<file path="config.mk">
export PLATFORM = sky130hd
export DESIGN_NAME = sprite_motion_ctrl_flat
export DESIGN_NICKNAME = d
export VERILOG_FILES = /design/src/rtl/sprite_pkg.sv /design/src/rtl/sprite_motion_ctrl_if.sv /design/src/rtl/sprite_motion_ctrl_jump_edge_latch.sv /design/src/rtl/sprite_motion_ctrl.sv /design/src/flat_wrapper.sv
export SDC_FILE = /design/constraint.sdc
export NUM_CORES = 1
export LEC_CHECK = 0
export CAP_MARGIN = 10
export CELL_PAD_IN_SITES_DETAIL_PLACEMENT = 1
export CELL_PAD_IN_SITES_GLOBAL_PLACEMENT = 1
export CORE_ASPECT_RATIO = 0.8
export CORE_UTILIZATION = 45
export DETAILED_ROUTE_END_ITERATION = 16
export GPL_ROUTABILITY_DRIVEN = 0
export PLACE_DENSITY = 0.83
export SYNTH_ARGS = -nofsm -noshare
export SYNTH_HDL_FRONTEND = slang
export SYNTH_SLANG_ARGS = --single-unit
</file>
<file path="constraint.sdc">
create_clock -name clk -period 7.22 [get_ports clk]
set_input_delay 2.166 -clock clk [delete_from_list [all_inputs] [get_ports clk]]
set_output_delay 2.166 -clock clk [all_outputs]
set_load 0.02 [all_outputs]
</file>
<file path="src/rtl/sprite_pkg.sv">
// Shared definitions for the sprite motion controller and the sprite ROM
// renderer.
//   POS_W / VEL_W      : widths of the position and velocity registers
//   SPRITE_W/SPRITE_H  : sprite bitmap size; must match the ROM geometry
//   motion_state_t     : vertical motion state, encoded as GROUND=0, RISING=1, FALLING=2
package sprite_pkg;

  localparam int unsigned POS_W    = 11;
  localparam int unsigned VEL_W    = 5;
  localparam int unsigned SPRITE_W = 40;
  localparam int unsigned SPRITE_H = 24;

  typedef enum logic [1:0] {
    GROUND  = 2'd0,
    RISING  = 2'd1,
    FALLING = 2'd2
  } motion_state_t;

endpackage

</file>
<file path="src/rtl/sprite_motion_ctrl_if.sv">
// Signal bundle between the frame/button sources and the motion controller.
//   frame_tick                    : one-cycle pulse at the start of vertical blanking
//   btn_left/btn_right/btn_jump   : button levels, already synchronised to clk
//   pos_x/pos_y                   : sprite top-left corner, to the renderer
//   airborne                      : high whenever state is not GROUND
//   state                         : vertical motion state
// master drives the inputs (frame timing / buttons); slave is the controller.
interface sprite_motion_ctrl_if;
  import sprite_pkg::*;

  logic              frame_tick;
  logic              btn_left;
  logic              btn_right;
  logic              btn_jump;
  logic [POS_W-1:0]  pos_x;
  logic [POS_W-1:0]  pos_y;
  logic              airborne;
  motion_state_t     state;

  modport master (
    output frame_tick, btn_left, btn_right, btn_jump,
    input  pos_x, pos_y, airborne, state
  );

  modport slave (
    input  frame_tick, btn_left, btn_right, btn_jump,
    output pos_x, pos_y, airborne, state
  );

endinterface

</file>
<file path="src/rtl/sprite_motion_ctrl_jump_edge_latch.sv">
// Jump request latch: a rising edge of btn_jump sets a sticky request, which
// every frame_tick clears.
//   clk, rst   : clock, asynchronous active-high reset
//   frame_tick : clears the request
//   btn_jump   : jump button level
//   req        : request seen by the current tick; this includes an edge
//                arriving in the same cycle as the tick
module jump_edge_latch (
  input  logic clk,
  input  logic rst,
  input  logic frame_tick,
  input  logic btn_jump,
  output logic req
);

  logic btn_prev;
  logic jump_req;
  logic jump_edge;

  assign jump_edge = btn_jump & ~btn_prev;
  assign req       = jump_req | jump_edge;

  always_ff @(posedge clk or posedge rst) begin
    if (rst) begin
      btn_prev <= 1'b0;
      jump_req <= 1'b0;
    end else begin
      btn_prev <= btn_jump;
      jump_req <= frame_tick ? 1'b0 : req;
    end
  end

endmodule

</file>
<file path="src/rtl/sprite_motion_ctrl.sv">
// Per-frame sprite position controller. Left/right buttons move the sprite
// horizontally. A jump/gravity state machine moves it vertically. Updates
// happen only when frame_tick is high. All outputs are registered and hold
// their values between ticks.
//   clk, rst : clock, asynchronous active-high reset
//   bus      : sprite_motion_ctrl_if.slave carrying frame_tick, the buttons,
//              and pos_x/pos_y/airborne/state
module sprite_motion_ctrl
  import sprite_pkg::*;
#(
  parameter int unsigned H_RES    = 640,
  parameter int unsigned SPRITE_W = sprite_pkg::SPRITE_W,
  parameter int unsigned START_X  = 300,
  parameter int unsigned GROUND_Y = 400,
  parameter int unsigned STEP_X   = 4,
  parameter int unsigned JUMP_V   = 12,
  parameter int unsigned GRAVITY  = 1,
  parameter int unsigned MAX_FALL = 12
) (
  input logic                 clk,
  input logic                 rst,
  sprite_motion_ctrl_if.slave bus
);

  localparam logic [11:0] X_MAX = 12'(H_RES - SPRITE_W);

  logic [POS_W-1:0] pos_x, pos_y, x_next;
  logic [VEL_W-1:0] vel_y, vel_dec, vel_inc;
  logic [VEL_W:0]   vel_sum;
  logic [11:0]      x_wide, x_right, x_left, y_fall;
  logic             airborne, jump_req;
  motion_state_t    state;

  jump_edge_latch u_jump (
    .clk        (clk),
    .rst        (rst),
    .frame_tick (bus.frame_tick),
    .btn_jump   (bus.btn_jump),
    .req        (jump_req)
  );

  // 12-bit intermediates keep every sum in range, so clamping happens
  // before truncation back to POS_W bits.
  always_comb begin
    x_wide  = 12'(pos_x);
    x_right = x_wide + 12'(STEP_X);
    if (x_right > X_MAX) x_right = X_MAX;
    x_left  = (x_wide < 12'(STEP_X)) ? '0 : x_wide - 12'(STEP_X);
    case ({bus.btn_right, bus.btn_left})
      2'b10:   x_next = x_right[POS_W-1:0];
      2'b01:   x_next = x_left[POS_W-1:0];
      default: x_next = pos_x;
    endcase

    vel_dec = (vel_y > VEL_W'(GRAVITY)) ? vel_y - VEL_W'(GRAVITY) : '0;
    vel_sum = {1'b0, vel_y} + (VEL_W + 1)'(GRAVITY);
    vel_inc = (vel_sum > (VEL_W + 1)'(MAX_FALL)) ? VEL_W'(MAX_FALL)
                                                 : vel_sum[VEL_W-1:0];
    y_fall  = 12'(pos_y) + 12'(vel_y);
  end

  always_ff @(posedge clk or posedge rst) begin
    if (rst) begin
      pos_x    <= POS_W'(START_X);
      pos_y    <= POS_W'(GROUND_Y);
      vel_y    <= '0;
      state    <= GROUND;
      airborne <= 1'b0;
    end else if (bus.frame_tick) begin
      pos_x <= x_next;
      case (state)
        GROUND: begin
          if (jump_req) begin
            state    <= RISING;
            vel_y    <= VEL_W'(JUMP_V);
            airborne <= 1'b1;
          end
        end
        RISING: begin
          if (12'(vel_y) > 12'(pos_y)) begin
            pos_y <= '0;
            vel_y <= '0;
            state <= FALLING;
          end else begin
            pos_y <= pos_y - POS_W'(vel_y);
            vel_y <= vel_dec;
            if (vel_dec == '0) state <= FALLING;
          end
        end
        FALLING: begin
          if (y_fall >= 12'(GROUND_Y)) begin
            pos_y    <= POS_W'(GROUND_Y);
            vel_y    <= '0;
            state    <= GROUND;
            airborne <= 1'b0;
          end else begin
            pos_y <= y_fall[POS_W-1:0];
            vel_y <= vel_inc;
          end
        end
        default: begin
          state    <= GROUND;
          airborne <= 1'b0;
        end
      endcase
    end
  end

  assign bus.pos_x    = pos_x;
  assign bus.pos_y    = pos_y;
  assign bus.airborne = airborne;
  assign bus.state    = state;

endmodule

</file>
<file path="src/flat_wrapper.sv">
// flat-port wrapper written by rule: the top's interface ports become plain ports
module sprite_motion_ctrl_flat import sprite_pkg::*;
#(
  parameter int unsigned H_RES    = 640,
  parameter int unsigned SPRITE_W = sprite_pkg::SPRITE_W,
  parameter int unsigned START_X  = 300,
  parameter int unsigned GROUND_Y = 400,
  parameter int unsigned STEP_X   = 4,
  parameter int unsigned JUMP_V   = 12,
  parameter int unsigned GRAVITY  = 1,
  parameter int unsigned MAX_FALL = 12
)
  (clk, rst, bus_frame_tick, bus_btn_left, bus_btn_right, bus_btn_jump, bus_pos_x, bus_pos_y, bus_airborne, bus_state);
  sprite_motion_ctrl_if bus_i ();
  input logic clk;
  input logic rst;
  input wire logic [$bits(bus_i.frame_tick)-1:0] bus_frame_tick;
  input wire logic [$bits(bus_i.btn_left)-1:0] bus_btn_left;
  input wire logic [$bits(bus_i.btn_right)-1:0] bus_btn_right;
  input wire logic [$bits(bus_i.btn_jump)-1:0] bus_btn_jump;
  output wire logic [$bits(bus_i.pos_x)-1:0] bus_pos_x;
  output wire logic [$bits(bus_i.pos_y)-1:0] bus_pos_y;
  output wire logic [$bits(bus_i.airborne)-1:0] bus_airborne;
  output wire logic [$bits(bus_i.state)-1:0] bus_state;
  assign bus_i.frame_tick = bus_frame_tick;
  assign bus_i.btn_left = bus_btn_left;
  assign bus_i.btn_right = bus_btn_right;
  assign bus_i.btn_jump = bus_btn_jump;
  assign bus_pos_x = bus_i.pos_x;
  assign bus_pos_y = bus_i.pos_y;
  assign bus_airborne = bus_i.airborne;
  assign bus_state = bus_i.state;
  sprite_motion_ctrl #(.H_RES(H_RES), .SPRITE_W(SPRITE_W), .START_X(START_X), .GROUND_Y(GROUND_Y), .STEP_X(STEP_X), .JUMP_V(JUMP_V), .GRAVITY(GRAVITY), .MAX_FALL(MAX_FALL)) u_core (.clk(clk), .rst(rst), .bus(bus_i));
endmodule
</file>
==> qor.csv, run 1 <==
stage;metric;value;unit
outcome;status;finished, final reports clean;
floorplanning;io pins;31;
placement;HPWL after DPL;6.90;mm
hold_path;HP Class;register to register;
detailed_routing;via/cell ratio;6.46;
cts;Clock Path Buffers;2;
synth;Mapped Cells;380;
worst_setup_path;r2r endpoint;u_core.bus.airborne$_DFFE_PP0P_;
power_and_ir_drop;total power;1.66;mW
placement;dpl cell area;3280;um2
layout;Layout Cells excl Fill;479;
worst_setup_path;r2r worst-path depth;9;
floorplanning;Total Die Area;6990;um2
power_and_ir_drop;pwr dens;489;nW/um2
worst_setup_path;CP Cell Sequence;clkdlybuf4s50_1, nor2b_1, o31ai_1, nor2_1, and2_1, and4_1, o32a_1, o22ai_1;
global_routing;initial antenna violation count;0;
synth;Synth Warn #;0;
sta;Max Slew Vio Count;0;
worst_setup_path;r2r setup slk;3.15;ns
sta;WHS;0.519;ns
worst_setup_path;FF-to-FF Start;u_core.vel_y[1]$_DFFE_PP0P_;
cts;# resized after CTS;0;
sta;Worst slew margin;0.418;
floorplanning;Die W;93.2;um
worst_setup_path;max incr delay on CP;0.53;ns
sta;Max Freq;239;MHz
placement;placed cells;471;
detailed_routing;WL final;9.68;mm
synth;library cells used by synthesis;77;
sta;Setup Viol. Count Final;0;
synth;synthesis-stage register bit count;30;
detailed_routing;DRC Markers;0;
sta;min Tclk post-route;4.18;ns
layout;synthesis-to-finish area growth;13.0;%
worst_setup_path;critical path required time;7.44;ns
cts;# clock sinks;30;
global_routing;All-Layer GR Usage;0.290;
layout;share of post-route cells with drive strength above 1;0.0835;
cts;htree depth;2;
global_routing;global-route wire length before repair;15.6;mm
placement;pre-CTS setup slack;2.77;ns
worst_setup_path;Critical-path top delay cell;o31ai_1;
floorplanning;Floorplan Core Area;6410;um2
sta;setup TNS;0;ns
power_and_ir_drop;Leak Pwr;1.34;nW
layout;Design Area, Final;3380;um2
layout;Antenna Cells;0;
cts;total CTS buffers;5;
layout;commonest non-fill, non-tap cells in the layout;nand2_1 (30), clkdlybuf4s50_1 (28), nor2_1 (27), inv_1 (27), o21ai_0 (26);
floorplanning;site row count;26;
layout;fin util;0.528;
detailed_routing;DRT antenna net count;0;
flow_run;maxcap violations;0;
worst_setup_path;Worst EP arrival;4.40;ns
worst_setup_path;CP startpoint kind;input port;
worst_setup_path;Setup crit end kind;register;
global_routing;largest net degree at the start of global routing;31;
cts;clk_lat worst skew;0.30;ns
cts;Clk pin slew, worst setup/hold paths;0.08;ns
sta;slew of the pin with the lowest slew margin;0.873;ns
synth;Post-synth EDFFs;0;
sta;period utilisation layout;0.579;
placement;PortBufs;28;
detailed_routing;first drt pass iteration count;5;
worst_setup_path;Setup CP Type;input port to register;
synth;Synth Cell Area;2990;um2
worst_setup_path;end of the critical path;u_core.vel_y[2]$_DFFE_PP0P_;
sta;RSZ-0062 raised after global routing;false;
synth;most used flip-flop cell after synthesis;dfrtp_1;
hold_path;hold path start;u_core.bus.airborne$_DFFE_PP0P_;
sta;setup ws final;3.04;ns
sta;clk_skew;0.00600;ns
sta;Fin. Hold Viols;0;
detailed_routing;Routed WL per cell;20.2;um
cts;clock root buffer;clkbuf_8;
cts;postcts setup bufs;0;
detailed_routing;vias;3095;
synth;Seq/Total Area, Yosys;0.254;
detailed_routing;Iter 0 DRT Violations;262;
global_routing;grt total ovfl;0;
synth;average size of a mapped cell;7.88;um2
floorplanning;Initial Util;0.467;
layout;commonest non-fill, non-tap cell in the layout;nand2_1;
power_and_ir_drop;Max rail drop VDD;0.272;mV
cts;hold_buf cts;0;
floorplanning;Die H;75.0;um
worst_setup_path;Worst Setup SP;bus_btn_jump;
global_routing;vias in the first global route;3057;
cts;CTS tree;built;
worst_setup_path;Worst Path Max Fanout;5;
synth;async set-reset flop share out of synthesis;1.00;
layout;Final #Nets;424;
==> layout make-up <==
| cell class | instances | area (um2) |
|---|---|---|
| fillers | 792 | 3020 |
| multi-input cells | 301 | 2020 |
| flip-flops and latches | 30 | 759 |
| repair buffers | 29 | 288 |
| well taps | 84 | 105 |
| inverters | 27 | 101 |
| clock buffers | 5 | 68.8 |
| clock inverters | 3 | 40.0 |
==> worst min path at each step <==
stage / end / slack, ns / cells after the start
final: u_core.bus.airborne$_DFFE_PP0P_ / 0.52 / 1
after global routing: u_core.bus.airborne$_DFFE_PP0P_ / 0.53 / 1
after CTS: u_core.bus.airborne$_DFFE_PP0P_ / 0.52 / 1
after detailed placement: u_core.bus.airborne$_DFFE_PP0P_ / 0.50 / 1
after global placement: u_core.u_jump.jump_req$_DFF_PP0_ / 0.50 / 1
after floorplan: u_core.u_jump.jump_req$_DFF_PP0_ / 0.48 / 1
==> worst max-delay path: cells and delay by family <==
kind	cells	cell delay [ns]
AO/OA/AOI/OAI	3	1.02
buffers and inverters	1	0.42
AND/OR/NAND/NOR	4	0.79
==> synthesized netlist by cell type, drive strengths merged, types with 3 or more instances <==
cell type  count  area share
and2           4      0.0084
inv           27       0.034
xnor2          3      0.0088
or4            4       0.011
o21ai         30       0.051
o211ai         4       0.012
o22ai          4      0.0084
a311oi         3      0.0088
ha            22       0.092
nand3         15       0.025
nor3          18       0.030
or3            5       0.010
mux2           3       0.011
buf            9       0.020
dfstp          7       0.061
a211oi         3      0.0092
nand4          4      0.0084
o31ai          9       0.023
a21boi         3      0.0075
or2            3      0.0071
dfrtp         23        0.19
clkbuf        14       0.018
a21oi         20       0.035
nor3b          3      0.0075
a221oi         3      0.0088
nor2b          8       0.017
and3           3      0.0063
nand2         30       0.038
a31oi         15       0.031
nor2          27       0.034
nand2b         4      0.0084
o21bai         4       0.014
==> state kept, by name, summed over array words and instances (netlist names) <==
| signal | flops |
|---|---|
| u_core.bus.pos_y | 11 |
| u_core.u_jump.jump_req | 1 |
| u_core.u_jump.btn_prev | 1 |
| u_core.vel_y | 5 |
| u_core.bus.airborne | 1 |
| u_core.bus.state | 2 |
| u_core.bus.pos_x | 9 |
==> layer usage <==
metal	GRT usage	up-vias	share of wire
met5	0	-	0
met4	0.0940	0	0.014
met3	0.0485	16	0.058
met2	0.439	117	0.45
met1	0.424	1528	0.48
li1	-	1434	-
==> power by group <==
group | total (mW) | internal [mW] | switching [mW]
Clock | 0.180 | 0.102 | 0.0784
Combinational | 1.08 | 0.430 | 0.654
Sequential | 0.393 | 0.245 | 0.149
==> cell families after synthesis <==
| kind of cell | after synthesis | share of synthesized area |
|---|---|---|
| AO/OA/AOI/OAI | 127 | 0.295 |
| buffers and inverters | 50 | 0.0723 |
| other | 1 | 0.00125 |
| XOR/XNOR | 5 | 0.0146 |
| multiplexers | 5 | 0.0180 |
| AND/OR/NAND/NOR | 138 | 0.240 |
| adder cells (fa/ha/maj) | 24 | 0.105 |
| flip-flops | 30 | 0.254 |
(Power assumes the default switching activity.)
==> run 2: changes to the inputs <==
--- a/config.mk
+++ b/config.mk
@@ -9,10 +9,10 @@
 export CELL_PAD_IN_SITES_DETAIL_PLACEMENT = 1
 export CELL_PAD_IN_SITES_GLOBAL_PLACEMENT = 1
 export CORE_ASPECT_RATIO = 0.8
-export CORE_UTILIZATION = 45
+export CORE_UTILIZATION = 39
 export DETAILED_ROUTE_END_ITERATION = 16
 export GPL_ROUTABILITY_DRIVEN = 0
-export PLACE_DENSITY = 0.83
+export PLACE_DENSITY = 0.76
 export SYNTH_ARGS = -nofsm -noshare
 export SYNTH_HDL_FRONTEND = slang
 export SYNTH_SLANG_ARGS = --single-unit
==> constraint.sdc (replaced) <==
create_clock -name clk -period 3.8 [get_ports clk]
set_input_delay 1.14 -clock clk [delete_from_list [all_inputs] [get_ports clk]]
set_output_delay 1.14 -clock clk [all_outputs]
set_load 0.02 [all_outputs]
==> run 2 against run 1 <==
Combinational power is 92% higher. Power is 90% higher. Clock power is 84% higher. Clock-buffer cell count stayed put. Critical endpoint is now u_core.bus.pos_y[2]$_DFFE_PP0P_. Die area is 15% higher. Largest power group unchanged. Via count is 1.6% lower. Largest cell class unchanged. Worst setup slack worse by 2.4 ns. Non-clock buffer count is 6 higher.
==> qor.csv, run 2 (same netlist as run 1, synthesis figures left out) <==
stage;metric;value;unit;change
layout;Fillers;916;;+16%
layout;max reg flops;11;;unchanged
worst_setup_path;r2r setup slk;0.59;ns;-2.56 ns
floorplanning;Die H;80.4;um;+7.2%
worst_setup_path;r2r worst-path depth;10;;+1
power_and_ir_drop;Leak Pwr;1.37;nW;+2.2%
worst_setup_path;CP Cell Sequence;inv_1, fa_1, o21bai_1, a21oi_1, or3_1, a32o_1, nand3_1, buf_4, a311oi_1, o31ai_1;;
detailed_routing;Routed WL per cell;18.4;um;-9.1%
placement;placed cells;498;;+5.7%
cts;total CTS buffers;5;;unchanged
worst_setup_path;max incr delay on CP;0.53;ns;about the same
worst_setup_path;critical path required time;3.99;ns;-3.45 ns
placement;HPWL after DPL;6.98;mm;+1.1%
sta;RSZ-0062 raised after global routing;false;;
detailed_routing;DRC Markers;0;;unchanged
worst_setup_path;Setup CP Type;register to register;;
cts;postcts setup bufs;0;;unchanged
sta;setup TNS;0;ns;unchanged
detailed_routing;first drt pass iteration count;5;;unchanged
layout;Final #Nets;430;;+1.4%
power_and_ir_drop;total power;3.14;mW;+90%
placement;dpl cell area;3350;um2;+2.2%
global_routing;global-route wire length before repair;15.4;mm;-1.5%
sta;Max Freq;312;MHz;
floorplanning;site row count;28;;+7.7%
hold_path;HP Class;register to register;;
sta;slew of the pin with the lowest slew margin;0.711;ns;-0.162 ns
layout;share of post-route cells with drive strength above 1;0.0973;;+0.0137
detailed_routing;DRT antenna net count;0;;unchanged
power_and_ir_drop;Max rail drop VDD;0.327;mV;+20%
layout;synthesis-to-finish area growth;15.4;%;
cts;CTS tree;built;;
detailed_routing;Iter 0 DRT Violations;181;;-31%
sta;Setup Viol. Count Final;0;;unchanged
sta;setup ws final;0.592;ns;-2.45 ns
worst_setup_path;Worst Path Max Fanout;14;;+9
sta;Worst slew margin;0.522;;+0.103
worst_setup_path;CP startpoint kind;register;;
floorplanning;Total Die Area;8030;um2;+15%
global_routing;largest net degree at the start of global routing;31;;unchanged
global_routing;grt total ovfl;0;;unchanged
worst_setup_path;Setup crit end kind;register;;
outcome;status;finished, final reports clean;;
cts;clock root buffer;clkbuf_8;;
layout;commonest non-fill, non-tap cell in the layout;nand2_1;;
cts;htree depth;2;;unchanged
floorplanning;Die W;100;um;+7.3%
cts;hold_buf cts;0;;unchanged
worst_setup_path;Worst EP arrival;3.40;ns;-1.00 ns
placement;pre-CTS setup slack;0.423;ns;-2.34 ns
floorplanning;io pins;31;;unchanged
detailed_routing;via/cell ratio;6.02;;-6.8%
global_routing;vias in the first global route;2861;;-6.4%
worst_setup_path;r2r endpoint;u_core.bus.pos_y[2]$_DFFE_PP0P_;;
sta;Max Slew Vio Count;0;;unchanged
worst_setup_path;Critical-path top delay cell;dfrtp_1;;
cts;clk_lat worst skew;0.29;ns;about the same
worst_setup_path;Bufs and invs on worst path;2;;+1
worst_setup_path;FF-to-FF Start;u_core.vel_y[1]$_DFFE_PP0P_;;
detailed_routing;vias;3046;;-1.6%
placement;PortBufs;28;;unchanged
flow_run;maxcap violations;0;;unchanged
power_and_ir_drop;pwr dens;909;nW/um2;+86%
global_routing;All-Layer GR Usage;0.246;;-0.0447
floorplanning;Initial Util;0.403;;-0.0641
layout;Layout Cells excl Fill;506;;+5.6%
detailed_routing;WL final;9.29;mm;-4.0%
cts;Clk pin slew, worst setup/hold paths;0.07;ns;about the same
sta;min Tclk post-route;3.21;ns;
hold_path;hold path start;u_core.u_jump.jump_req$_DFF_PP0_;;
layout;Largest regs;u_core.bus.pos_y x11, u_core.bus.pos_x x9, u_core.vel_y x5;;
cts;Clock Path Buffers;2;;unchanged
worst_setup_path;Top Family by Delay on Critical Path;compound AO/OA/AOI/OAI gates;;
layout;area of the multi-input gates;2020;um2;unchanged
hold_path;WHS Path Cells;1;;unchanged
floorplanning;Floorplan Core Area;7430;um2;+16%
layout;FF/Latch Area;759;um2;unchanged
layout;Design Area, Final;3460;um2;+2.1%
layout;Largest Register;u_core.bus.pos_y;;
sta;clk_skew;0.0129;ns;+0.00687 ns
cts;# clock sinks;30;;unchanged
layout;Antenna Cells;0;;unchanged
hold_path;Min-Delay Endpoint;u_core.u_jump.jump_req$_DFF_PP0_;;
layout;commonest non-fill, non-tap cells in the layout;nand2_1 (30), clkdlybuf4s50_1 (28), nor2_1 (27), inv_1 (27), o21ai_0 (26);;
cts;# resized after CTS;0;;unchanged
sta;period utilisation layout;0.844;;
sta;Fin. Hold Viols;0;;unchanged
global_routing;initial antenna violation count;0;;unchanged
[run 2: how the worst max path moves through the flow]
| stage | startpoint | endpoint | cells past startpoint |
|---|---|---|---|
| after detailed placement | bus_btn_jump | u_core.vel_y[2]$_DFFE_PP0P_ | 8 |
| after global placement | bus_btn_jump | u_core.vel_y[2]$_DFFE_PP0P_ | 8 |
| after global routing | u_core.vel_y[1]$_DFFE_PP0P_ | u_core.bus.airborne$_DFFE_PP0P_ | 8 |
| after CTS | u_core.vel_y[1]$_DFFE_PP0P_ | u_core.bus.airborne$_DFFE_PP0P_ | 8 |
| after floorplan | u_core.vel_y[1]$_DFFE_PP0P_ | u_core.bus.airborne$_DFFE_PP0P_ | 9 |
| final | u_core.vel_y[1]$_DFFE_PP0P_ | u_core.bus.pos_y[2]$_DFFE_PP0P_ | 10 |
[run 2: routing by layer]
metal  vias up  GRT usage  share of wire
met3         8     0.0426          0.050
met4         0     0.0412         0.0065
met2        74      0.348           0.41
met5         -          0              0
li1       1444          -              -
met1      1520      0.383           0.53
[run 2: area by class of cell]
class	instances	share of cell area
clock inverters	3	0.0116
repair buffers	35	0.0963
inverters	27	0.0293
multi-input cells	301	0.585
clock buffers	5	0.0199
flip-flops and latches	30	0.220
well taps	105	0.0380
[run 2: metrics by stage]
stage	util	hold WS, ns
6_report	0.465	0.528
5_1_grt	0.465	0.540
4_1_cts	0.465	0.522
3_5_place_dp	0.451	0.506
3_3_place_gp	0.451	0.492
2_1_floorplan	-	0.483
[run 2: worst reg2reg max path: cells and delay by family, from the launching register on]
kind	cells	cell delay (ns)
AO/OA/AOI/OAI	5	1.21
adder cells (fa/ha/maj)	1	0.48
buffers and inverters	2	0.43
flip-flops	1	0.53
AND/OR/NAND/NOR	2	0.47
[run 2: power by group]
part | switching, mW | internal [mW]
registers | 0.272 | 0.465
clock network | 0.137 | 0.193
logic | 1.23 | 0.846
total | 1.64 | 1.50
